`src/rtl/instr_fetch_unit.sv`:
```
// instr_fetch_unit
//   Requester side of the instruction memory read port. Owns the fetch PC,
//   presents it as the byte address to a combinational instruction memory,
//   and buffers the returned words together with their PCs in a small FIFO
//   toward decode. Sustains one instruction per cycle when the consumer is
//   ready; a redirect flushes the FIFO and restarts fetch at a new PC.
//
// Parameters
//   RESET_PC  fetch PC loaded on reset
//   Q_DEPTH   FIFO entries (power of two, 2..16)
//
// Ports
//   clk, rst          rising-edge clock, synchronous active-high reset
//   fetch_en          1 = fetching allowed; 0 = no enqueue, PC holds
//   redirect_valid    flush the FIFO and restart at redirect_pc
//   redirect_pc       new fetch PC (bits [1:0] forced to 0)
//   imem_addr         byte address to instruction memory (registered)
//   imem_data         instruction word for imem_addr, same cycle
//   out_valid/ready   FIFO head handshake toward decode
//   out_instr, out_pc head instruction word and its byte PC
//
// Optional feature (macro IFU_PERF_CNT_EN)
//   perf_fetch_cnt    +1 per enqueue
//   perf_stall_cnt    +1 per cycle with fetch_en, FIFO full and no dequeue
//   Both clear on rst only and wrap at 2^32.

module instr_fetch_unit #(
    parameter logic [31:0] RESET_PC = 32'h0000_0000,
    parameter int unsigned Q_DEPTH  = 4
) (
    input  logic        clk,
    input  logic        rst,
    input  logic        fetch_en,
    input  logic        redirect_valid,
    input  logic [31:0] redirect_pc,
    output logic [31:0] imem_addr,
    input  logic [31:0] imem_data,
    output logic        out_valid,
    input  logic        out_ready,
    output logic [31:0] out_instr,
    output logic [31:0] out_pc
`ifdef IFU_PERF_CNT_EN
    ,
    output logic [31:0] perf_fetch_cnt,
    output logic [31:0] perf_stall_cnt
`endif
);

    localparam int unsigned PW = $clog2(Q_DEPTH);
    localparam logic [PW:0] DEPTH_C = Q_DEPTH[PW:0];

    logic [31:0]   fetch_pc;
    logic [31:0]   pc_q    [Q_DEPTH];
    logic [31:0]   instr_q [Q_DEPTH];
    logic [PW-1:0] rd_ptr;
    logic [PW-1:0] wr_ptr;
    logic [PW:0]   count;

    logic deq;
    logic enq;

    assign imem_addr = fetch_pc;
    assign out_valid = (count != '0);
    // When empty the head slot still holds a stale (or reset-cleared) entry,
    // so these never go X after reset.
    assign out_instr = instr_q[rd_ptr];
    assign out_pc    = pc_q[rd_ptr];

    assign deq = out_valid && out_ready;
    // A full FIFO may still accept when the head leaves in the same cycle.
    assign enq = fetch_en && !redirect_valid && ((count < DEPTH_C) || deq);

    always_ff @(posedge clk) begin
        if (rst) begin
            fetch_pc <= RESET_PC;
            rd_ptr   <= '0;
            wr_ptr   <= '0;
            count    <= '0;
            for (int unsigned i = 0; i < Q_DEPTH; i++) begin
                pc_q[i]    <= '0;
                instr_q[i] <= '0;
            end
        end else if (redirect_valid) begin
            // Any head handshake this cycle is simply absorbed by the flush:
            // the consumer already took the entry.
            fetch_pc <= {redirect_pc[31:2], 2'b00};
            rd_ptr   <= '0;
            wr_ptr   <= '0;
            count    <= '0;
        end else begin
            if (enq) begin
                pc_q[wr_ptr]    <= fetch_pc;
                instr_q[wr_ptr] <= imem_data;
                wr_ptr          <= wr_ptr + 1'b1;
                fetch_pc        <= fetch_pc + 32'd4;
            end
            if (deq) begin
                rd_ptr <= rd_ptr + 1'b1;
            end
            case ({enq, deq})
                2'b10:   count <= count + 1'b1;
                2'b01:   count <= count - 1'b1;
                default: ;
            endcase
        end
    end

`ifdef IFU_PERF_CNT_EN
    logic stall;

    assign stall = fetch_en && (count == DEPTH_C) && !deq;

    // Kept separate from the FIFO state so a redirect never clears them.
    always_ff @(posedge clk) begin
        if (rst) begin
            perf_fetch_cnt <= '0;
            perf_stall_cnt <= '0;
        end else begin
            if (enq) begin
                perf_fetch_cnt <= perf_fetch_cnt + 32'd1;
            end
            if (stall) begin
                perf_stall_cnt <= perf_stall_cnt + 32'd1;
            end
        end
    end
`else
    // No performance counters in this build.
`endif

endmodule

```
`config.mk`:
```
export PLATFORM = sky130hd
export DESIGN_NAME = instr_fetch_unit
export DESIGN_NICKNAME = d
export VERILOG_FILES = /design/src/rtl/instr_fetch_unit.sv
export SDC_FILE = /design/constraint.sdc
export NUM_CORES = 1
export LEC_CHECK = 0
export BUFFER_PORTS_ARGS = -buffer_cell sky130_fd_sc_hd__buf_2
export CELL_PAD_IN_SITES_DETAIL_PLACEMENT = 0
export CELL_PAD_IN_SITES_GLOBAL_PLACEMENT = 1
export CORE_ASPECT_RATIO = 1.1
export CORE_MARGIN = 2
export CORE_UTILIZATION = 48
export DETAILED_ROUTE_END_ITERATION = 10
export PLACE_DENSITY = 0.92
export SLEW_MARGIN = 20
export SYNTH_ARGS = -nofsm -noshare
export SYNTH_HDL_FRONTEND = slang
export SYNTH_SLANG_ARGS = --single-unit
```
`constraint.sdc`:
```
create_clock -name clk -period 3.9 [get_ports clk]
set_input_delay 0 -clock clk [delete_from_list [all_inputs] [get_ports clk]]
set_output_delay 0 -clock clk [all_outputs]
set_load 0.05 [all_outputs]
```
Yosys cells after proc, flatten, opt, wreduce, memory -nomap -nowiden
Memory sizes are Yosys's and may differ from the RTL's. A register that Yosys moved wholly into a read port is not among the register bits.
Index checks and enable logic that the tools add are counted.
Storage, ports and cells
  output and inout bits: 97
  latch bits: 0
  flip-flop bits (word level): 39
  bits of input ports: 69
  word-level logic and storage cells: 45
  memories kept: 2
  memory bits (read-only): 0
  bits in writable memories: 256
Operators by class
  mux-type cells: 19
  eq/ne operators: 2
  multiply operators: 0
  bitwise operators: 0
  order comparisons: 1
  shifts and indexed selects: 0
  divide/modulo/power cells: 0
  reduce and logical (&&, ||, !) cells: 11
  add/subtract/negate cells: 5
Memories
  instr_q: words 4, width 32, rd ports 1, clocked after Yosys merged registers in 1, wr ports 4, RTL line 54  | logic [31:0] instr_q [Q_DEPTH];
  pc_q: words 4, width 32, rd ports 1, clocked after Yosys merged registers in 1, wr ports 4, RTL line 53  | logic [31:0] pc_q [Q_DEPTH];
Operators with widths (number)
  32-bit 2-to-1 mux: 4
  32-bit OR reduction: 2
  32-bit by 3-bit adder with 32-bit output (second input constant): 1
  2-bit 2-to-1 mux: 6
  1-bit 2-to-1 mux: 8
  3-bit case mux with 2 select lines: 1
  2-bit by 1-bit adder with 2-bit output (second input constant): 2
  2-bit nonzero test: 2
  3-bit by 1-bit adder with 3-bit output (second input constant): 1
  1-bit logical AND: 3
  3-bit < comparator (second input constant): 1
  3-bit nonzero test: 1
  3-bit by 1-bit subtractor with 3-bit output (second input constant): 1
  2-bit by 1-bit equality test with 1-bit output (second input constant): 1
  2-bit equality test (second input constant): 1
  2-bit OR reduction: 1
  1-bit logical NOT: 1
  1-bit logical OR: 1

Longest topological paths before layout
Gate-level depths: netlist of run 1.
  depth after elaboration: 10
  mapped depth: 11

Worst setup path before layout of run 1
No wires, ideal clock.
  kind: reg2reg
  start point: register count[2]
  end point: memory instr_q[0][0] (enable)
  data arrival time: 2411 ps
  period minus slack after synthesis: 2804 ps
  cell stages (with the launch flop): 8
  data required time: 3507 ps
  slack: 1096 ps
  cells stage by stage: dfxtp_1 -> nand2b_1 -> clkbuf_1 -> nand3_1 -> clkbuf_1 -> nor3_1 -> clkbuf_1 -> or2_2
RTL lines
  start, declared: RTL line 57  | logic [PW:0] count;
  start signal, assigned: RTL line 101  | 2'b10: count <= count + 1'b1;
  start signal, assigned: RTL line 102  | 2'b01: count <= count - 1'b1;
  end, declared: RTL line 54

Final worst setup path of run 1
  start point: register fetch_pc[4] (netlist: imem_addr[4])
  end point: register fetch_pc[29] (netlist: imem_addr[29])
Between the ends
  cells in the longest elaborated chain, start to end: 3
Ends and longest elaborated chain
  start, declared: RTL line 52  | logic [31:0] fetch_pc;
  start signal, assigned: RTL line 86  | fetch_pc <= {redirect_pc[31:2], 2'b00};
  start signal, assigned: RTL line 95  | fetch_pc <= fetch_pc + 32'd4;
  32-bit by 3-bit adder with 32-bit output: RTL line 95
  32-bit 2-to-1 mux: RTL line 91  | if (enq) begin
  32-bit 2-to-1 mux: RTL line 83  | end else if (redirect_valid) begin
No other way between the ends. The select of a mux whose other input is x is not followed.
A chain may end at the register's enable or synchronous reset.

==> results.md, run 1 <==
* Leakage dissipation at 5.88 nW
* Hpwl dp at 18000 µm
* Vias/cell at 5.52
* Initial DRC Count at 697
* Gpl congestion at 0.907
* Startpoint Class: register
* Longest Clk Path Bufs at 3
* Placed Cells at 1373
* Cells after Synth at 912
* Remaining Overflow, GRT at 0
* PnR worst setup slack at 880 ps
* First-pass GRT wire length at 46500 µm
* Finished Layout Cells at 1494
* WL/cell at 20.4 µm
* Post-synthesis sequential element count at 287
* Number of synthesized flops with an enable pin at 248
* Global Route Usage Sum at 0.215
* Slew at the pin closest to its max-slew limit at 987 ps
* Hold crit path type: primary input to register
* Slew headroom at 0.342
* Final min period at 3020 ps
* Sequential cell area fraction in the yosys report at 0.635
* Max-cap viol count at 0
* Pre-CTS setup slack at 1210 ps
* FFs w/ async S/R, synth at 0
* Post-CTS Setup Bufs at 0
* Hold Vio Cnt, Final at 0
* Final Max Tran Viols at 0
* CTS tree: done
* Critical path arrival at 3490 ps
* DIE AREA at 28300 µm²
* Mapped cell area at 12900 µm²
* Cell variety after synth at 46
* Fin Clk Skew at 13.4 ps
* Final Net Count at 1187
* Die outline width at 161 µm
* Status: complete, no violations
* Cts repair resizes at 0
* Fmax at 0.331 GHz
* Fraction of layout cells with a size suffix above 1 at 0.256
* RSZ-0062 raised after global routing: no
* Post-place instance area at 14100 µm²
* Diodes inserted at 0
* Core area at 26700 µm²
* Drt pass-1 iters at 5
* Ys flop type: edfxtp_1
* Peak VDD IR at 0.263 mV
* Setup violators final at 0
* Initial core utilization at 0.485
* Hold WS at 50.2 ps
* Overall Power at 6.99 mW
* IO Count at 166
* Post-CTS Hold Fix Bufs at 68
* Worst-Skew Late Latency at 540 ps
* Cts bufs inserted at 29
* Fin crit share at 0.774
* Crit path kind: register to register
* Final wirelength at 30400 µm
* Pin count of the biggest net entering global routing at 63
* Worst Setup End Kind: register
* Root buffer cell: clkbuf_16
* Antenna Nets Post-Route at 0
* Crit-path max FO at 11
* Initial antenna violation count at 0
* Final Core Density at 0.588
* Area delta synth->final at 21.4%
* Drc violations at 0
* Setup TNS at 0 ps
* Worst-path clk slew at 60 ps
* Die height at 176 µm
* Port bufs at 159
* Number of fill cells at 2036
* Htree depth at 1
* FP Rows at 63
* Vias in the first global route at 8195
* Total number of vias at 8241
* Syn Area/Cell at 14.2 µm²
* Req. time, crit path at 4370 ps
* CTS Sinks at 287
* Power Dens Cells at 445 nW/µm²
* Design Area, Final at 15700 µm²
* Syn. warnings at 0
area by class of cell:
cell class,instances,area (µm²),area share
Clock inverter,15,130,0.00828
Tap cell,357,447,0.0284
Clock buffer,38,800,0.0509
Sequential cell,287,8240,0.524
Inverter,16,60.1,0.00382
Timing Repair Buffer,239,1620,0.103
Multi-Input combinational cell,542,4420,0.282
cell families (layout without fill, tap and decap cells):
logic type                 Yosys count  in the layout  share of synthesized area
AOI/OAI and AO/OA                   61             61                     0.0351
xor gates and xnor gates            14             14                    0.00947
adders and majority gates            3              3                    0.00348
buffers and inverters               86            308                     0.0267
DFF                                287            287                      0.635
muxes                               62             62                      0.108
other                                1              4                   0.000290
and+or+nand+nor                    398            398                      0.182
cell usage in the layout (no fill, tap or decap), types with 3 or more instances in the layout:
| cell type | count |
|---|---|
| buf_4 | 8 |
| a211oi_1 | 9 |
| nor4_1 | 12 |
| clkbuf_1 | 5 |
| conb_1 | 4 |
| clkbuf_16 | 29 |
| clkinv_1 | 5 |
| nor3_1 | 3 |
| or3_1 | 12 |
| nand4_1 | 12 |
| and4_1 | 5 |
| and2_1 | 243 |
| o21ai_0 | 8 |
| nor3_2 | 3 |
| nor3b_1 | 3 |
| o31ai_1 | 5 |
| nand2_1 | 17 |
| dfxtp_1 | 37 |
| edfxtp_1 | 248 |
| nor2_1 | 42 |
| clkbuf_8 | 4 |
| dlygate4sd3_1 | 68 |
| xnor2_1 | 7 |
| nand3_1 | 18 |
| a2111oi_0 | 4 |
| and3_1 | 5 |
| xor2_1 | 7 |
| or4_1 | 11 |
| nor2b_1 | 4 |
| inv_1 | 16 |
| clkinv_2 | 4 |
| buf_2 | 159 |
| buf_12 | 4 |
| clkinvlp_4 | 3 |
| a21oi_1 | 7 |
| a311oi_1 | 12 |
| mux4_2 | 62 |
| o31a_1 | 3 |
flip-flops by register name (all words and copies together), names as in the netlist, named ones only:
name / count
wr_ptr: 2
rd_ptr: 2
count: 3
imem_addr: 30
pc_q: 120
instr_q: 128
layer usage:
metal  vias to the layer above  part of all wire  GRT usage
met4                         0             0.025     0.0623
met5                         -                 0          0
li1                       3791                 -          -
met2                       346              0.51      0.374
met1                      4057              0.41      0.284
met3                        47             0.064     0.0272
Yosys cell counts, types with 7 or more instances:
master      n  area (µm²)
nor2_1     42         158
a21oi_1     7        35.0
xor2_1      7        61.3
mux4_2     62        1400
nand2_1    17        63.8
o21ai_0     8        40.0
nand4_1    12        75.1
xnor2_1     7        61.3
and2_1    243        1520
clkbuf_1   52         195
edfxtp_1  248        7450
or3_1      12        75.1
nor4_1     12        75.1
nand3_1    18        90.1
a211oi_1    9        67.6
dfxtp_1    39         781
or4_1      11        82.6
buf_1       8        30.0
inv_1      16        60.1
a311oi_1   12         105
worst paths after layout:
kind	depth (start not counted)	slack, ps	startpoint	end
min reg2reg	2	550	rd_ptr[1]	register
max reg2reg	5	880	imem_addr[4]	imem_addr[29]
max	5	880	imem_addr[4]	imem_addr[29]
min	3	50	redirect_valid	imem_addr[20]
critical path, cell delays in order, from the launching register on:
cell and delay (ps):
dfxtp_1 530, nand4_1 480, or4_1 810, or4_1 510, nand3_1 70, dlygate4sd3_1 540
report_power, final:
part           internal (mW)  leakage (nW)  switching, mW
Clock                   1.57         0.448           1.14
Sequential              3.48          2.90         0.0950
Combinational          0.233          2.54          0.477
Total                   5.28          5.88           1.71
(Power assumes the default switching activity.)
==> inputs of run 2 (changes only) <==
- clock period: 3.9 -> 2.95 ns (I/O delays scaled with it)
==> results.md, run 2 (synthesized netlist as in run 1, its figures left out) <==
* Top reg by flops: instr_q
* Gpl congestion at 0.873 (-3.7%)
* R2R Path End: imem_addr[20]
* Final Max Tran Viols at 0 (unchanged)
* Internal power at 7.00 mW (+33%)
* PnR worst setup slack at 202 ps (-678 ps)
* Peak VDD IR at 0.398 mV (+51%)
* Port bufs at 159 (unchanged)
* Worst-path clk slew at 60 ps (about the same)
* Hold crit path type: primary input to register
* Most frequent cells in the layout: edfxtp_1 (248), and2_1 (243), buf_2 (159)
* Vias in the first global route at 8418 (+2.7%)
* IO Count at 166 (unchanged)
* Area delta synth->final at 23.7%
* Status: complete, no violations
* First-pass GRT wire length at 47800 µm (+2.6%)
* Register share of total power at 0.510 (about the same)
* Pin count of the biggest net entering global routing at 60 (-4.8%)
* Worst Setup End Kind: register
* Switching Fraction at 0.243 (-0.00195)
* Pre-CTS setup slack at 627 ps (-582 ps)
* Diodes inserted at 0 (unchanged)
* CTS Sinks at 287 (unchanged)
* WL/cell at 20.3 µm (-0.24%)
* Die height at 176 µm (unchanged)
* FP Rows at 63 (unchanged)
* Remaining Overflow, GRT at 0 (unchanged)
* Final Core Density at 0.599 (+0.0112)
* Worst R2R Path Depth at 5 (unchanged)
* Root buffer cell: clkbuf_16
* Setup TNS at 0 ps (unchanged)
* Cts bufs inserted at 29 (unchanged)
* Worst setup endpoint: imem_addr[20]
* R2r setup slk at 200 ps (-680 ps)
* Setup violators final at 0 (unchanged)
* Worst-Skew Late Latency at 540 ps (about the same)
* Crit-path max FO at 11 (unchanged)
* Antenna Nets Post-Route at 0 (unchanged)
* Longest Clk Path Bufs at 3 (unchanged)
* Leakage dissipation at 6.05 nW (+2.8%)
* Hold WS at 140 ps (+89.8 ps)
* Htree depth at 1 (unchanged)
* Final min period at 2750 ps (-272 ps)
* Final Net Count at 1210 (+1.9%)
* Fin Clk Skew at 14.0 ps (+0.628 ps)
* Hold Vio Cnt, Final at 0 (unchanged)
* RSZ-0062 raised after global routing: no
* Die outline width at 161 µm (unchanged)
* Final wirelength at 30800 µm (+1.3%)
* Logic pwr share at 0.107 (+0.005)
* Switching power at 2.24 mW (+31%)
* CP startpoint: imem_addr[9]
* CTS tree: done
* Total number of vias at 8320 (+0.96%)
* Slew at the pin closest to its max-slew limit at 802 ps (-185 ps)
* Startpoint Class: register
* Crit path kind: register to register
* Reg2reg start: imem_addr[9]
* Initial antenna violation count at 0 (unchanged)
* Req. time, crit path at 3430 ps (-940 ps)
* Critical path arrival at 3230 ps (-260 ps)
* Initial DRC Count at 828 (+19%)
* Slew headroom at 0.465 (+0.123)
* Fin crit share at 0.932 (+0.157)
* Initial core utilization at 0.485 (unchanged)
* Max reg flops at 128 (unchanged)
* Commonest non-fill, non-tap cell in the layout: edfxtp_1
* Clock Power Share at 0.383 (-0.004)
* Fmax at 0.364 GHz (+9.9%)
* DIE AREA at 28300 µm² (unchanged)
* Core area at 26700 µm² (unchanged)
* Drc violations at 0 (unchanged)
* Hpwl dp at 18600 µm (+3.8%)
* Global Route Usage Sum at 0.219 (+0.00487)
* Drt pass-1 iters at 5 (unchanged)
* Fraction of layout cells with a size suffix above 1 at 0.261 (+0.00527)
* Power Dens Cells at 577 nW/µm² (+30%)
* Vias/cell at 5.48 (-0.57%)
* Max-cap viol count at 0 (unchanged)
-- run 2: cell count changes in the layout (fill, tap and decap cells not counted), sizes merged --
cell,before,now
buf,171,185
dlygate4sd3,68,77
clkinvlp,3,0
inv,16,17
clkinv,10,12
clkbuf,38,37
bufinv,2,3
-- run 2: worst min path at each step --
stage,from,to,slack (ps),depth (start not counted)
after global placement,redirect_pc[28],imem_addr[28],220,3
after floorplan,redirect_pc[28],imem_addr[28],130,2
after global routing,rst,imem_addr[4],150,3
after detailed placement,redirect_pc[28],imem_addr[28],240,3
after CTS,redirect_valid,imem_addr[25],100,3
final,rst,imem_addr[7],140,3
-- run 2: metal layers --
| metal | up-vias | routed length (µm) | GRT usage |
|---|---|---|---|
| met1 | 4148 | 12800 | 0.294 |
| li1 | 3849 | - | - |
| met3 | 36 | 1640 | 0.0251 |
| met4 | 0 | 552 | 0.0484 |
| met5 | - | 0 | 0 |
| met2 | 287 | 15800 | 0.389 |
-- run 2: stage by stage --
step / power, mW / cell area, µm² / instances
4_1_cts: 9.30 / 16000 / 1517
6_report: 9.24 / 16000 / 1517
5_1_grt: 9.53 / 16000 / 1517
2_1_floorplan: 5.38 / 13000 / 915
3_5_place_dp: 5.71 / 14300 / 1387
3_3_place_gp: 5.68 / 14300 / 1387
-- run 2: repair_timing --
action / 4_1_cts / 5_1_grt
endpoints found under the hold margin: 161 / 0
setup endpoints to repair: 0 / 4
gates resized for setup: 0 / 2
buffers inserted: 0 / 0
hold buffers: 77 / 0
-- run 2: worst max-delay path: stages (launching register included) --
cell	delay, ps
dfxtp_1	560
nand4_1	330
nor4_4	550
a311oi_1	170
a2111oi_0	450
dlygate4sd3_1	630
-- run 2: final cells by class --
cell class | instances | area [µm²]
flip-flops and latches | 287 | 8240
repair buffers | 262 | 1920
fillers | 2042 | 10700
clock buffers | 37 | 756
inverters | 16 | 60.1
multi-input cells | 542 | 4440
well taps | 357 | 447
clock inverters | 16 | 153
-- run 2: power by group through the flow --
stage	Clock, mW	Sequential, mW	Combinational [mW]
finish	3.54	4.71	0.984
global route	3.76	4.74	1.04
CTS	3.60	4.72	0.988
detailed placement	0	4.80	0.904
global placement	0	4.79	0.895
floorplan	0	4.85	0.525
==> inputs of run 3 (changes only) <==
- CORE_UTILIZATION: 48 -> 52
- PLACE_DENSITY: 0.92 -> 0.95
- clock period: 2.95 -> 3.37 ns (I/O delays scaled with it)
==> results.md, run 3 (synthesized netlist as in run 1, its figures left out) <==
* Number of fill cells at 1762 (-14%)
* Hpwl dp at 18100 µm (-3.2%)
* Slew headroom at 0.354 (-0.111)
* Port bufs at 159 (unchanged)
* Worst-path clk slew at 70 ps (about the same)
* Routed met3 length at 2080 µm (+27%)
* Remaining Overflow, GRT at 0 (unchanged)
* Vias/cell at 5.69 (+3.8%)
* Final Max Tran Viols at 0 (unchanged)
* Htree depth at 1 (unchanged)
* Design Area, Final at 15900 µm² (-0.84%)
* Final wirelength at 30300 µm (-1.6%)
* Status: complete, no violations
* Area delta synth->final at 22.6%
* Met2 wire length at 15500 µm (-1.8%)
* Overall Power at 8.43 mW (-8.8%)
* Pre-CTS setup slack at 848 ps (+221 ps)
* Longest Clk Path Bufs at 3 (unchanged)
* WL/cell at 20.8 µm (+2.5%)
* Routed met1 length at 12000 µm (-6.7%)
* Top reg by flops: instr_q
* Pin count of the biggest net entering global routing at 63 (+5.0%)
* Fin crit share at 0.802 (-0.130)
* Die outline width at 154 µm (-3.8%)
* Post-place instance area at 14100 µm² (-1.5%)
* Core area at 24500 µm² (-8.4%)
* Hold Path Stages at 3 (unchanged)
* Placed Cells at 1332 (-4.0%)
* Power Dens Cells at 531 nW/µm² (-8.0%)
* Max-cap viol count at 0 (unchanged)
* Total number of vias at 8294 (-0.31%)
* Startpoint Class: register
* Gpl congestion at 0.866 (-0.85%)
* Leakage dissipation at 6.00 nW (-0.84%)
* Worst Setup End Kind: register
* Global Route Usage Sum at 0.232 (+0.0126)
* Root buffer cell: clkbuf_16
* CTS Sinks at 287 (unchanged)
* Setup violators final at 0 (unchanged)
* Fraction of layout cells with a size suffix above 1 at 0.263 (+0.00145)
* Finished Layout Cells at 1457 (-4.0%)
* IO Count at 166 (unchanged)
* Peak VDD IR at 0.364 mV (-8.6%)
* Die height at 169 µm (-3.8%)
* Final Net Count at 1198 (-0.99%)
* Antenna Nets Post-Route at 0 (unchanged)
* Initial antenna violation count at 1 (+1)
* Most frequent cells in the layout: edfxtp_1 (248), and2_1 (243), buf_2 (159)
* Max layer used: met4
* First-pass GRT wire length at 46500 µm (-2.6%)
* Req. time, crit path at 3850 ps (+420 ps)
* Post-CTS Setup Bufs at 0 (unchanged)
* Final Core Density at 0.649 (+0.0495)
* Critical path arrival at 3180 ps (-50 ps)
* Hold Vio Cnt, Final at 0 (unchanged)
* Final min period at 2700 ps (-47.3 ps)
* Fin Clk Skew at 10.3 ps (-3.68 ps)
* Drc violations at 0 (unchanged)
* Hold crit path type: primary input to register
* PnR worst setup slack at 669 ps (+467 ps)
* Worst-Skew Late Latency at 540 ps (about the same)
* Initial core utilization at 0.529 (+0.0445)
* RSZ-0062 raised after global routing: no
* Slew at the pin closest to its max-slew limit at 969 ps (+167 ps)
* DIE AREA at 26200 µm² (-7.5%)
* Initial DRC Count at 633 (-24%)
* Hold WS at 48.3 ps (-91.6 ps)
* Setup TNS at 0 ps (unchanged)
* Commonest non-fill, non-tap cell in the layout: edfxtp_1
* Worst R2R Path Depth at 6 (+1)
* Cts bufs inserted at 28 (-3.4%)
* FP Rows at 60 (-4.8%)
* Crit-path max FO at 10 (-1)
* Vias in the first global route at 8549 (+1.6%)
* Crit path kind: register to register
* Max reg flops at 128 (unchanged)
* CTS tree: done
* Fmax at 0.370 GHz (+1.8%)
* Drt pass-1 iters at 5 (unchanged)
==> run 3: path summary, 6_finish.rpt <==
| check | from | endpoint | slack, ps |
|---|---|---|---|
| setup reg to reg | imem_addr[2] | imem_addr[8] | 670 |
| setup / recovery | imem_addr[2] | imem_addr[8] | 670 |
| hold reg to reg | count[2] | count[2] | 530 |
| hold / removal | redirect_valid | imem_addr[19] | 50 |
==> run 3: routing by layer <==
metal | GRT usage | vias up
met4 | 0.0737 | 0
met3 | 0.0378 | 55
met2 | 0.408 | 320
met1 | 0.297 | 4096
li1 | - | 3823
met5 | 0 | -
==> run 3: cell type report <==
cell class / count / area (µm²) / share of cell area
sequential: 287 / 8240 / 0.519
multi-input combinational: 542 / 4420 / 0.279
timing repair buffer: 251 / 1730 / 0.109
clock buffer: 32 / 757 / 0.0477
tap: 310 / 388 / 0.0244
clock inverter: 18 / 277 / 0.0174
inverter: 16 / 60.1 / 0.00378
antenna: 1 / 2.50 / 0.000158
==> run 3: repair_timing <==
item	in CTS	in global routing
hold buffers	74	0
setup endpoints to repair	0	0
gates resized for setup	0	0
endpoints found under the hold margin	161	0
==> run 3: critical path, stage by stage (launching register included) <==
cell           delay, ps
dfxtp_1              580
ha_1                 330
nand2_1              140
nor3_1               640
xnor2_1              140
a211oi_1             250
dlygate4sd3_1        580
==> run 3: power by group <==
group | switching, mW | internal [mW]
clock | 1.32 | 2.14
sequential | 0.108 | 4.02
combinational | 0.557 | 0.278
total | 1.99 | 6.44
